==> src/rtl/ram_arbiter.sv <==
// Two-requester round-robin arbiter and sequencer in front of a simple-dual-port RAM.
// Define RAM_ARBITER_CLEAR_EN to compile in the RAM clear sequencer (CLEAR state).
module ram_arbiter #(
    parameter int ADDR_WIDTH          = 4,
    parameter int NUMBER_OF_ADDRESSES = 1 << ADDR_WIDTH,
    parameter int DATA_WIDTH          = 32
) (
    input  logic                  clk,
    input  logic                  reset,
    input  logic                  a_valid,
    output logic                  a_ready,
    input  logic                  a_write,
    input  logic [ADDR_WIDTH-1:0] a_addr,
    input  logic [DATA_WIDTH-1:0] a_wdata,
    output logic                  a_rsp_valid,
    output logic [DATA_WIDTH-1:0] a_rdata,
    input  logic                  b_valid,
    output logic                  b_ready,
    input  logic                  b_write,
    input  logic [ADDR_WIDTH-1:0] b_addr,
    input  logic [DATA_WIDTH-1:0] b_wdata,
    output logic                  b_rsp_valid,
    output logic [DATA_WIDTH-1:0] b_rdata,
    output logic [ADDR_WIDTH-1:0] ram_waddr,
    output logic [ADDR_WIDTH-1:0] ram_raddr,
    output logic [DATA_WIDTH-1:0] ram_din,
    output logic                  ram_write_en,
    input  logic [DATA_WIDTH-1:0] ram_dout,
    input  logic                  clear_start,
    output logic                  clear_busy
);

    logic                  in_clear;
    logic [ADDR_WIDTH-1:0] clear_addr;
    logic                  grant_a;
    logic                  grant_b;
    logic                  grant_any;
    logic                  gnt_write;
    logic                  wr_grant;
    logic                  rd_grant;
    logic [ADDR_WIDTH-1:0] gnt_addr;
    logic [DATA_WIDTH-1:0] gnt_wdata;
    logic                  last_grant_q, last_grant_d;  // 1 = B was granted last
    logic                  rsp_a_q, rsp_a_d;
    logic                  rsp_b_q, rsp_b_d;
    logic [ADDR_WIDTH-1:0] waddr_q, waddr_d;
    logic [ADDR_WIDTH-1:0] raddr_q, raddr_d;
    logic [DATA_WIDTH-1:0] din_q, din_d;

`ifdef RAM_ARBITER_CLEAR_EN
    typedef enum logic {ST_RUN = 1'b0, ST_CLEAR = 1'b1} state_t;
    localparam logic [ADDR_WIDTH-1:0] LAST_ADDR = ADDR_WIDTH'(NUMBER_OF_ADDRESSES - 1);

    state_t                state_q, state_d;
    logic [ADDR_WIDTH-1:0] cnt_q, cnt_d;

    // clear_start is only looked at in RUN, so it can never restart a sweep
    always_comb begin
        state_d = state_q;
        cnt_d   = cnt_q;
        if (state_q == ST_CLEAR) begin
            if (cnt_q == LAST_ADDR) begin
                cnt_d   = '0;
                state_d = ST_RUN;
            end else begin
                cnt_d = cnt_q + 1'b1;
            end
        end else if (clear_start) begin
            state_d = ST_CLEAR;
        end
    end

    always_ff @(posedge clk or posedge reset) begin
        if (reset) begin
            state_q <= ST_CLEAR;
            cnt_q   <= '0;
        end else begin
            state_q <= state_d;
            cnt_q   <= cnt_d;
        end
    end

    assign in_clear   = (state_q == ST_CLEAR);
    assign clear_addr = cnt_q;
`else
    localparam int unused_words = NUMBER_OF_ADDRESSES;
    logic unused_clear_start;

    assign unused_clear_start = clear_start;
    assign in_clear           = 1'b0;
    assign clear_addr         = '0;
`endif

    always_comb begin
        grant_a   = !in_clear && a_valid && (!b_valid || last_grant_q);
        grant_b   = !in_clear && b_valid && !grant_a;
        grant_any = grant_a || grant_b;
        gnt_write = grant_a ? a_write : b_write;
        gnt_addr  = grant_a ? a_addr  : b_addr;
        gnt_wdata = grant_a ? a_wdata : b_wdata;
        wr_grant  = grant_any && gnt_write;
        rd_grant  = grant_any && !gnt_write;

        // RAM port values hold between accesses; the clear sweep wins the write port
        waddr_d = waddr_q;
        din_d   = din_q;
        raddr_d = raddr_q;
        if (in_clear) begin
            waddr_d = clear_addr;
            din_d   = '0;
        end else if (wr_grant) begin
            waddr_d = gnt_addr;
            din_d   = gnt_wdata;
        end
        if (rd_grant) begin
            raddr_d = gnt_addr;
        end

        last_grant_d = grant_a ? 1'b0 : (grant_b ? 1'b1 : last_grant_q);
        rsp_a_d      = rd_grant && grant_a;
        rsp_b_d      = rd_grant && grant_b;
    end

    always_ff @(posedge clk or posedge reset) begin
        if (reset) begin
            last_grant_q <= 1'b1;
            rsp_a_q      <= 1'b0;
            rsp_b_q      <= 1'b0;
            waddr_q      <= '0;
            raddr_q      <= '0;
            din_q        <= '0;
        end else begin
            last_grant_q <= last_grant_d;
            rsp_a_q      <= rsp_a_d;
            rsp_b_q      <= rsp_b_d;
            waddr_q      <= waddr_d;
            raddr_q      <= raddr_d;
            din_q        <= din_d;
        end
    end

    // While reset is high nothing is granted and the RAM ports show their reset values
    assign a_ready      = grant_a && !reset;
    assign b_ready      = grant_b && !reset;
    assign ram_write_en = (wr_grant || in_clear) && !reset;
    assign ram_waddr    = reset ? waddr_q : waddr_d;
    assign ram_din      = reset ? din_q   : din_d;
    assign ram_raddr    = reset ? raddr_q : raddr_d;

    assign a_rsp_valid = rsp_a_q;
    assign b_rsp_valid = rsp_b_q;
    assign a_rdata     = ram_dout;
    assign b_rdata     = ram_dout;
    assign clear_busy  = in_clear;

endmodule
==> config.mk <==
export PLATFORM = sky130hd
export DESIGN_NAME = ram_arbiter
export DESIGN_NICKNAME = d
export VERILOG_FILES = /design/src/rtl/ram_arbiter.sv
export SDC_FILE = /design/constraint.sdc
export NUM_CORES = 1
export LEC_CHECK = 0
export ABC_AREA = 0
export BUFFER_PORTS_ARGS = -buffer_cell sky130_fd_sc_hd__buf_4
export CAP_MARGIN = 15
export CORE_ASPECT_RATIO = 0.6
export CORE_MARGIN = 1
export CORE_UTILIZATION = 37
export CTS_CLUSTER_DIAMETER = 30
export DETAILED_ROUTE_END_ITERATION = 10
export GPL_TIMING_DRIVEN = 0
export HOLD_SLACK_MARGIN = 0.05
export PLACE_DENSITY = 0.85
export SYNTH_ARGS = -nofsm -noshare
export SYNTH_HDL_FRONTEND = slang
export SYNTH_SLANG_ARGS = --single-unit
export TNS_END_PERCENT = 20
==> constraint.sdc <==
create_clock -name clk -period 1.7 [get_ports clk]
set_input_delay 0.085 -clock clk [delete_from_list [all_inputs] [get_ports clk]]
set_output_delay 0.085 -clock clk [all_outputs]
set_load 0.03 [all_outputs]
After elaboration in Yosys (flattened, before gate mapping)
Index checks and enable logic that the tools add are counted.
{"block": "classes", "n_addsub": 0, "mul": 0, "n_div": 0, "magnitude_cmp": 0, "eq_ne": 0, "n_shift": 0, "mux": 11, "bitwise": 0, "reduce_logical": 16}
{"cell": "$mux 32", "count": 3}
{"cell": "$mux 4", "count": 5}
{"cell": "$logic_and 1x1->1", "count": 9}
{"cell": "$logic_not 1->1", "count": 4}
{"cell": "$mux 1", "count": 3}
{"cell": "$logic_or 1x1->1", "count": 2}
{"cell": "$reduce_bool 2->1", "count": 1}
{"block": "totals", "ff_bits": 43, "latchBits": 0, "ramBits": 0, "romBits": 0, "input_bits": 111, "out_inout_bits": 110, "wordCells": 33, "memories": 0}

Depth between registers and ports, before layout
Gate-level depths: netlist (run 1).
{"block": "depth", "ltp_word": 9, "depth_mapped": 6}

Least setup slack after synthesis (run 1)
No wires, ideal clock.
{"block": "synth_timing", "kind": "input port to output port", "from": "in reset", "to": "out ram_din[0]", "t_arrival_ns": 2.044, "required_ns": 1.615, "setup_slack_ns": -0.429, "path_stages": 3, "cell_sequence": "inv_1 nand2_4 o21ai_0"}
{"block": "synth_via", "elab_chain_cells": 1}
{"element": "from (decl)", "line_no": "9", "text": "input logic reset,"}
{"element": "$mux 32", "line_no": "147", "text": "assign ram_din = reset ? din_q : din_d;"}
{"element": "to (decl)", "line_no": "26", "text": "output logic [DATA_WIDTH-1:0] ram_din,"}
Every way passes these cells.

Worst setup path in the final report (run 1)
{"block": "layout_timing", "from": "reg last_grant_q", "to": "out ram_din[18]"}
{"block": "layout_via", "elab_chain_cells": 8, "word_cells_on_any_way": 10}
{"element": "from (decl)", "line_no": "43", "text": "logic last_grant_q, last_grant_d;"}
{"element": "from (signal assigned)", "line_no": "133", "text": "last_grant_q <= last_grant_d;"}
{"element": "$logic_or 1x1->1 (*)", "line_no": "95", "text": "grant_a = !in_clear && a_valid && (!b_valid || last_grant_q);"}
{"element": "$logic_and 1x1->1 (*)", "line_no": "95"}
{"element": "$logic_not 1->1", "line_no": "96", "text": "grant_b = !in_clear && b_valid && !grant_a;"}
{"element": "$logic_and 1x1->1", "line_no": "96"}
{"element": "$logic_or 1x1->1", "line_no": "97", "text": "grant_any = grant_a || grant_b;"}
{"element": "$logic_and 1x1->1", "line_no": "101", "text": "wr_grant = grant_any && gnt_write;"}
{"element": "$mux 32 (*)", "line_no": "111", "text": "end else if (wr_grant) begin"}
{"element": "$mux 32 (*)", "line_no": "147"}
Every way passes the cells marked *; elsewhere a longest branch is shown, timed or not.

==> flow_summary_export.csv, run 1 <==
group,metric,value,unit
timing,hold_slack,122.3,ps
timing,layout_setup_ws,-321.7,ps
worst_setup_path,r2r-start,"last_grant_q",
worst_setup_path,timing.rr.end,"din_q[23]",
job,maxCapViolCount,0,
pwr,internal_power,3.005,mW
pwr,p_sw_frac,0.3887,
run_status,violations,"setup timing",
worst_setup_path,regToRegSetupSlack,20,ps
route,vias_per_cell,4.883,
clock_tree,cts.path.max_buffers,2,
clock_tree,cts-root-buf,"clkbuf_16",
clock_tree,cts_sinks,43,
route,drtPass1Iterations,6,
yosys,yosys.area.top_type,"dfrtp_1",
yosys,ys_seq_area_frac,0.3634,
placement,dp_slack,-445.2,ps
layout,fillers,567,
clock_tree,cts_buffers,5,
pwr,p_leak,2.569,nW
grt,grt.total_usage,0.2386,
yosys,yosys_warnings,0,
floorplan,die_h,71.33,µm
yosys,synth.distinct_cells,24,
yosys,syn_area,2964,µm²
worst_setup_path,cp-start-kind,"register",
route,drt-total-wl,10460,µm
layout,utilization,0.7193,
worst_setup_path,crit_fanout,10,
worst_setup_path,startpoint,"last_grant_q",
layout,area_growth_syn_to_layout,82.19,%
timing,setup_viol,42,
timing,hold_violations,0,
floorplan,die_area,8385,µm²
yosys,synthCells,346,
route,ant_nets,0,
timing,worst_pin_slew,832.9,ps
timing,finalCritPeriodShare,1.189,
yosys,syn_avg_cell_area,8.567,µm²
layout,finalNonFillerCells,664,
grt,overflow,0,
route,drc,0,
worst_setup_path,path_class,"reg2out",
layout,final_area,5400,µm²
pwr,p_clk_frac,0.203,
placement,place.detailed.hpwl,7088,µm
pwr,p_sw,1.911,mW
yosys,synth_top_area_frac,0.3546,
yosys,synth_fp_nets,457,
layout,nets,670,
worst_setup_path,cp-end-kind,"primary output",
pwr,power,4.916,mW
grt,grt_antenna_before_repair,0,
hold_path,hold_class,"in2reg",
clock_tree,htree_levels,2,
grt,grt_max_degree,25,
worst_setup_path,rr_worst_depth,7,
pwr,power_density,910.4,nW/µm²
timing,rsz0062_at_grt,"yes",
floorplan,rows,24,
yosys,synthTopCellsByArea,"dfrtp_1, buf_4, mux2i_1",
placement,place_congestion,0.7343,
worst_setup_path,worstPathRequired,1620,ps
layout,drive_gt1_frac,0.6268,
grt,grt_pass1_vias,3142,
route,vias,3242,
run_status,status,"finished, violations left",
floorplan,die_w,117.6,µm
pwr,p_seq_frac,0.271,
timing,slew_violations,0,
worst_setup_path,cp_data_arrival_time,1940,ps
timing,clock-skew-final,4.303,ps
grt,grt_pass1_wl,15950,µm
floorplan,design.core.area,7507,µm²
timing,relSlewSlack,0.4429,
timing,fin_crit,2022,ps
yosys,yosys_register_bits,43,
timing,tns,-11150,ps
placement,dp_cells,636,
placement,post_dp_cell_area,4502,µm²
route,routedWlPerCell,15.76,µm
route,drt_iter0_markers,200,
clock_tree,clk_pin_slew,60,ps
worst_setup_path,cp-endpoint,"ram_din[18]",
pwr,peakVddDrop,0.5506,mV
clock_tree,cts_tree,"yes",
floorplan,ioPinCount,221,
placement,io_buffers,186,
clock_tree,worst_skew_pair.late_latency,280,ps
floorplan,initial_core_util,0.3948,
layout,n_antenna_cell,0,
timing,max_freq,494.6,MHz
pwr,pwr-share-comb,0.526,
kinds of logic (layout without fill, tap and decap cells):
group	after synthesis	in the layout	synth area share
compound gates	126	126	0.2254
buf+inv	90	303	0.2174
flops	43	43	0.3634
other cells	1	1	0.001265
simple gates	50	51	0.07092
mux	36	36	0.1216
worst min-delay path by stage:
stage | startpoint | to | slack (ps) | cells after the start
finish | b_valid | last_grant_q | 120 | 3
global route | a_wdata[28] | din_q[28] | 130 | 3
CTS | b_valid | last_grant_q | 110 | 3
detailed placement | a_write | a_rsp_valid | 290 | 2
global placement | a_write | a_rsp_valid | 280 | 2
floorplan | reset | a_rsp_valid | 120 | 1
cell usage after synthesis:
cell,number
buf_6,6
dfstp_2,1
o21ai_0,39
nor2b_1,1
a21boi_2,1
clkbuf_1,5
a32o_1,1
nand2_1,1
a21bo_2,1
buf_2,9
a32oi_2,1
nand2b_4,1
dfrtp_1,42
o21ai_1,33
nand2_4,1
nor2_1,45
buf_4,66
conb_1,1
and2_1,1
inv_1,2
clkbuf_2,2
a21oi_1,49
mux2i_1,36
o2bb2ai_2,1
area by class of cell:
class / instances / area [µm²] / share of cell area
inverters: 2 / 11.26 / 0.002085
repair inverters: 1 / 5.005 / 0.0009268
well taps: 104 / 130.1 / 0.02410
plain buffers: 88 / 716.9 / 0.1328
multi-input cells: 214 / 1582 / 0.2929
flip-flops and latches: 43 / 1077 / 0.1995
clock buffers: 8 / 156.4 / 0.02896
repair buffers: 204 / 1722 / 0.3188
registers in the layout (all words and copies together) (netlist names):
| register | count |
|---|---|
| b_rsp_valid | 1 |
| last_grant_q | 1 |
| waddr_q | 4 |
| raddr_q | 4 |
| a_rsp_valid | 1 |
| din_q | 32 |
critical path, stage by stage (launching register included):
cell	delay (ps)
dfstp_2	560
nand2b_4	170
nand2_2	80
buf_8	150
buf_12	160
mux2i_4	200
o21ai_4	170
buf_6	150
timing repair:
action	in CTS	in global routing
hold buffers	5	1
cloned	5	0
setup endpoints to repair	52	75
resized for setup	104	50
pin swaps	29	4
buffers inserted	5	3
hold endpoints to repair	21	9
power groups by stage:
| stage | clock network [mW] | logic [mW] | registers [mW] |
|---|---|---|---|
| after global routing | 1.06 | 2.72 | 1.35 |
| final | 0.998 | 2.59 | 1.33 |
| after detailed placement | 0 | 2.10 | 1.34 |
| after floorplan | 0 | 1.35 | 1.32 |
| after global placement | 0 | 2.07 | 1.32 |
| after CTS | 1.01 | 2.46 | 1.32 |
routing by layer:
layer / GRT usage / vias to the layer above / wire length [µm]
met5: 0 / - / 0
li1: - / 1556 / -
met3: 0.04936 / 12 / 547
met4: 0.03846 / 0 / 79
met2: 0.4162 / 126 / 5328
met1: 0.3142 / 1548 / 4507
layout by cell type, fill, tap and decap left out, types with 2 or more instances in the layout:
cell,count
dlygate4sd3_1,6
buf_6,39
buf_12,2
mux2i_4,7
dfrtp_1,42
o21ai_2,22
o21ai_1,19
a21oi_1,47
buf_4,233
nor2_1,44
clkbuf_1,5
clkbuf_16,5
mux2i_1,18
a21oi_2,2
mux2i_2,11
buf_8,5
o21ai_4,7
buf_16,2
o21ai_0,24
clkbuf_8,2
Power figures use the tool's default switching activity.
==> run 2, diff against run 1 <==
==> constraint.sdc (replaced) <==
create_clock -name clk -period 1.7 [get_ports clk]
set_input_delay 0.085 -clock clk [delete_from_list [all_inputs] [get_ports clk]]
set_output_delay 0.085 -clock clk [all_outputs]
set_load 0.005 [all_outputs]
==> run 2 against run 1 <==
  * The flow still finishes with violations (setup timing)
  * Clock power grew 22%
  * Utilization shrank 1.6 points
  * Design area shrank 2.2%
  * Clock skew grew 1.3 ps
  * Setup slack gained 74 ps
  * Critical path depth is the same
  * Routed wire length shrank 4.0%
  * Via count is essentially flat
  * Flip-flop and latch count is the same
  * Critical endpoint is now ram_din[22]
==> flow_summary_export.csv, run 2 (synthesized netlist as in run 1, its figures left out) <==
group,metric,value,unit
layout,utilization,0.7032,
floorplan,rows,24,
route,drc,0,
grt,grt_pass1_wl,15090,µm
timing,fin_crit,1948,ps
worst_setup_path,worstPathRequired,1620,ps
worst_setup_path,path_class,"reg2out",
timing,setup_viol,44,
timing,rsz0062_at_grt,"yes",
layout,drive_gt1_frac,0.6143,
hold_path,hp-start,"b_valid",
pwr,p_leak,2.522,nW
timing,hold_violations,0,
floorplan,initial_core_util,0.3948,
worst_setup_path,timing.rr.end,"din_q[23]",
clock_tree,htree_levels,2,
layout,final_common_cell,"buf_4",
worst_setup_path,cp_data_arrival_time,1860,ps
clock_tree,worst_skew_pair.late_latency,280,ps
clock_tree,cts_tree,"yes",
placement,place_congestion,0.7517,
worst_setup_path,cp-start-kind,"register",
worst_setup_path,critical_path.cell_chain,"nand2b_4, a32o_2, buf_6, nand2_8, buf_6, o21ai_1, buf_4",
job,maxCapViolCount,0,
worst_setup_path,slowest_stage,"dfstp_2",
floorplan,ioPinCount,221,
route,vias_per_cell,4.886,
timing,worst_pin_slew,833.8,ps
timing,layout_setup_ws,-247.6,ps
route,routedWlPerCell,15.13,µm
layout,finalNonFillerCells,664,
timing,finalCritPeriodShare,1.146,
timing,clock-skew-final,5.630,ps
route,ant_nets,0,
timing,relSlewSlack,0.4423,
worst_setup_path,critPathMaxStageDelay,550,ps
route,vias,3244,
layout,nets,670,
placement,place.detailed.hpwl,7172,µm
worst_setup_path,crit_fanout,10,
placement,io_buffers,186,
worst_setup_path,cp_common_cell,"buf_6",
floorplan,die_w,117.6,µm
pwr,power_density,826.3,nW/µm²
floorplan,design.core.area,7507,µm²
run_status,status,"finished, violations left",
layout,final_cell_mix,"buf_4, a21oi_1, nor2_1, dfrtp_1, o21ai_1",
grt,grt_max_degree,25,
worst_setup_path,regToRegSetupSlack,-30,ps
worst_setup_path,rr_worst_depth,8,
clock_tree,cts_buffers,5,
grt,overflow,0,
run_status,violations,"setup timing",
route,drtPass1Iterations,4,
route,drt-total-wl,10040,µm
layout,area_growth_syn_to_layout,78.09,%
layout,regMostFlops,"din_q",
grt,grt_pass1_vias,3152,
worst_setup_path,cp-end-kind,"primary output",
timing,max_freq,513.4,MHz
timing,slew_violations,0,
layout,n_antenna_cell,0,
clock_tree,cts_sinks,43,
grt,grt.total_usage,0.2210,
hold_path,hold-path-endpoint,"last_grant_q",
clock_tree,cts-root-buf,"clkbuf_16",
route,drt_iter0_markers,172,
clock_tree,clk_pin_slew,60,ps
placement,dp_cells,636,
worst_setup_path,r2r-start,"last_grant_q",
hold_path,hold-path-cell-count,3,
floorplan,die_area,8385,µm²
clock_tree,cts.path.max_buffers,2,
layout,largest_register_ffs,32,
layout,reg_top3,"din_q (32), raddr_q (4), waddr_q (4)",
grt,grt_antenna_before_repair,0,
floorplan,die_h,71.33,µm
pwr,peakVddDrop,0.4647,mV
hold_path,hold_class,"in2reg",
placement,dp_slack,-376.8,ps
-- run 2: cell count changes in the layout (fill, tap and decap cells not counted), moves of 4 or more --
cell / before / now
buf_4: 233 / 263
buf_6: 39 / 8
mux2i_1: 18 / 12
mux2i_2: 11 / 15
o21ai_1: 19 / 33
o21ai_2: 22 / 14
o21ai_4: 7 / 0
-- run 2: through the flow --
| step | cell area [µm²] | TNS [ps] | power [mW] | hold slack (ps) |
|---|---|---|---|---|
| after floorplan | 2968 | 0 | 2.081 | 117.5 |
| after global placement | 4494 | -11160 | 2.783 | 278.7 |
| after detailed placement | 4494 | -13690 | 2.841 | 288.0 |
| after CTS | 4906 | -7780 | 4.169 | 86.10 |
| after global routing | 5279 | -11620 | 4.584 | 116.1 |
| final | 5279 | -8024 | 4.362 | 111.1 |
-- run 2: worst max path at each step --
stage                       from     endpoint
floorplan           last_grant_q  ram_din[25]
global placement           reset  ram_din[21]
detailed placement         reset  ram_din[28]
CTS                 last_grant_q  ram_din[21]
global route        last_grant_q  ram_din[22]
finish              last_grant_q  ram_din[22]
-- run 2: cell type report --
cell class                      instances  area [µm²]
Buffer                                 88       721.9
Clock buffer                            6       128.9
Clock inverter                          2       60.06
Fill cell                             580        2228
Inverter                                2       11.26
Multi-Input combinational cell        213        1524
Sequential cell                        43        1077
Tap cell                              104       130.1
Timing Repair Buffer                  205        1620
Timing Repair inverter                  1       5.005
-- run 2: report_power, final --
group          switching, mW  internal, mW
Combinational          0.783          1.03
Sequential             0.105          1.22
Clock                  0.377         0.842
-- run 2: timing repair --
item	CTS	global route
hold endpoints to repair	21	8
pin swaps	1	5
gates cloned	2	2
endpoints found under the setup margin	52	78
resized for setup	28	84
hold buffers	5	1
setup buffers	6	3
-- run 2: routing by layer --
layer  track usage  vias to the layer above  part of all wire
li1              -                     1556                 -
met1        0.2848                     1539              0.42
met2        0.3886                      143              0.50
met3       0.04777                        6             0.071
met4       0.04274                        0            0.0074
met5             0                        -                 0
-- run 2: worst max-delay path: cells and delay by family, from the launching register on --
| family | cells | cell delay (ps) |
|---|---|---|
| DFF | 1 | 550 |
| and+or+nand+nor | 2 | 260 |
| buffers and inverters | 3 | 420 |
| AOI/OAI and AO/OA | 2 | 350 |
==> run 3, diff against run 2 <==
--- a/config.mk
+++ b/config.mk
@@ -15,7 +15,8 @@
 export DETAILED_ROUTE_END_ITERATION = 10
 export GPL_TIMING_DRIVEN = 0
 export HOLD_SLACK_MARGIN = 0.05
-export PLACE_DENSITY = 0.85
+export PLACE_DENSITY = 0.78
+export RECOVER_POWER = 25
 export SYNTH_ARGS = -nofsm -noshare
 export SYNTH_HDL_FRONTEND = slang
 export SYNTH_SLANG_ARGS = --single-unit
==> constraint.sdc (replaced) <==
create_clock -name clk -period 1.65 [get_ports clk]
set_input_delay 0.0825 -clock clk [delete_from_list [all_inputs] [get_ports clk]]
set_output_delay 0.0825 -clock clk [all_outputs]
set_load 0.005 [all_outputs]
==> run 3 against run 2 <==
  * The flow still finishes with violations (setup timing)
  * Clock power shrank 24%
  * Routed wire length rose by 0.91%
  * Register-to-register slack got worse by 40 ps
  * Design area fell by 0.83%
  * Sequential power grew 3%
  * Power is 3.9% lower
  * Hold slack got worse by 20 ps
  * Largest cell class unchanged
==> flow_summary_export.csv, run 3 (synthesized netlist as in run 1, its figures left out) <==
group,metric,value,unit
grt,overflow,0,
timing,max_freq,500.1,MHz
grt,grt_max_degree,25,
worst_setup_path,cp-start-kind,"register",
layout,drive_gt1_frac,0.6333,
layout,finalNonFillerCells,663,
route,drtPass1Iterations,4,
timing,hold_violations,0,
layout,utilization,0.6973,
clock_tree,clk_pin_slew,60,ps
route,vias_per_cell,4.875,
grt,grt_pass1_vias,3162,
pwr,peakVddDrop,0.4124,mV
worst_setup_path,regToRegSetupSlack,-70,ps
layout,final_common_cell,"buf_4",
job,maxCapViolCount,0,
worst_setup_path,timing.rr.end,"waddr_q[2]",
layout,reg_top3,"din_q (32), raddr_q (4), waddr_q (4)",
clock_tree,cts_sinks,43,
floorplan,die_area,8385,µm²
floorplan,design.core.area,7507,µm²
route,drc,0,
route,drt_iter0_markers,162,
grt,grt.total_usage,0.2375,
layout,final_cell_mix,"buf_4, a21oi_1, nor2_1",
grt,grtUsageMet3,0.06051,
worst_setup_path,path_class,"reg2out",
floorplan,rows,24,
grt,grt_antenna_before_repair,0,
timing,relSlewSlack,0.4394,
clock_tree,cts.path.max_buffers,2,
clock_tree,cts-root-buf,"clkbuf_16",
floorplan,die_w,117.6,µm
hold_path,hold-path-cell-count,3,
hold_path,hold_class,"in2reg",
grt,met2_usage,0.4214,
hold_path,hp-start,"b_valid",
timing,clock-skew-final,1.474,ps
layout,n_antenna_cell,0,
grt,top_usage_layer,"met2",
placement,io_buffers,186,
run_status,violations,"setup timing",
grt,grt_pass1_wl,15950,µm
floorplan,initial_core_util,0.3948,
hold_path,hold-path-endpoint,"last_grant_q",
placement,place_congestion,0.7707,
clock_tree,htree_levels,2,
pwr,p_leak,2.494,nW
clock_tree,worst_skew_pair.late_latency,280,ps
timing,finalCritPeriodShare,1.212,
worst_setup_path,crit_fanout,7,
route,ant_nets,0,
layout,regMostFlops,"din_q",
layout,area_growth_syn_to_layout,76.61,%
pwr,power_density,801.0,nW/µm²
timing,slew_violations,0,
timing,rsz0062_at_grt,"yes",
grt,use_met1,0.3012,
placement,place.detailed.hpwl,7208,µm
run_status,status,"finished, violations left",
worst_setup_path,r2r-start,"last_grant_q",
worst_setup_path,cp_data_arrival_time,1920,ps
timing,layout_setup_ws,-349.6,ps
placement,dp_cells,636,
timing,tns,-12660,ps
timing,setup_viol,76,
route,drt-total-wl,10140,µm
worst_setup_path,rr_worst_depth,7,
floorplan,ioPinCount,221,
clock_tree,cts_tree,"yes",
route,routedWlPerCell,15.29,µm
route,vias,3232,
layout,nets,669,
timing,worst_pin_slew,838.1,ps
floorplan,die_h,71.33,µm
layout,largest_register_ffs,32,
clock_tree,cts_buffers,5,
worst_setup_path,worstPathRequired,1570,ps
timing,fin_crit,2000,ps
worst_setup_path,cp-end-kind,"primary output",
-- run 3: how the worst max path moves through the flow --
stage | slack [ps] | depth (start not counted) | endpoint | from
floorplan | 160 | 6 | ram_din[25] | last_grant_q
global placement | -430 | 6 | ram_din[20] | reset
detailed placement | -410 | 6 | ram_din[7] | reset
CTS | -290 | 7 | ram_din[27] | last_grant_q
global route | -400 | 7 | ram_din[21] | last_grant_q
finish | -350 | 7 | ram_din[21] | last_grant_q
-- run 3: final cells by class --
type,instances,area [µm²]
Buffer,88,721.9
Clock buffer,7,132.6
Clock inverter,1,5.005
Fill cell,592,2272
Inverter,2,11.26
Multi-Input combinational cell,214,1567
Sequential cell,43,1077
Tap cell,104,130.1
Timing Repair Buffer,203,1585
Timing Repair inverter,1,5.005
-- run 3: metal layers --
metal | part of all wire | wire (µm) | up-vias
li1 | - | - | 1558
met1 | 0.42 | 4208 | 1534
met2 | 0.50 | 5091 | 132
met3 | 0.072 | 726 | 8
met4 | 0.011 | 109 | 0
met5 | 0 | 0 | -
-- run 3: through the flow --
step	setup slack, ps	hold WS (ps)	cell area (µm²)	power [mW]
2_1_floorplan	163.8	115.0	2968	2.144
3_3_place_gp	-425.2	281.3	4494	2.876
3_5_place_dp	-409.3	295.2	4494	2.935
4_1_cts	-293.3	82.25	5076	4.118
5_1_grt	-402.9	146.7	5235	4.430
6_report	-349.6	90.92	5235	4.193
-- run 3: critical path, cell delays in order (launching register included) --
cell and delay (ps):
dfstp_2 550, nand2b_4 170, a32o_2 220, buf_6 140, nand2_8 100, buf_16 170
o21ai_4 160, buf_6 120
-- run 3: timing repair --
item / in CTS / in global routing
pin swaps: 29 / 3
setup buffers: 4 / 3
endpoints found under the setup margin: 53 / 78
resized for setup: 90 / 28
endpoints found under the hold margin: 21 / 10
gates cloned: 5 / 0
hold buffers: 5 / 1
-- run 3: where the power goes --
group	internal, mW	leakage [nW]	total, mW	switching, mW
combinational	1.06	1.95	1.89	0.839
sequential	1.26	0.477	1.37	0.104
clock	0.559	0.0679	0.932	0.373
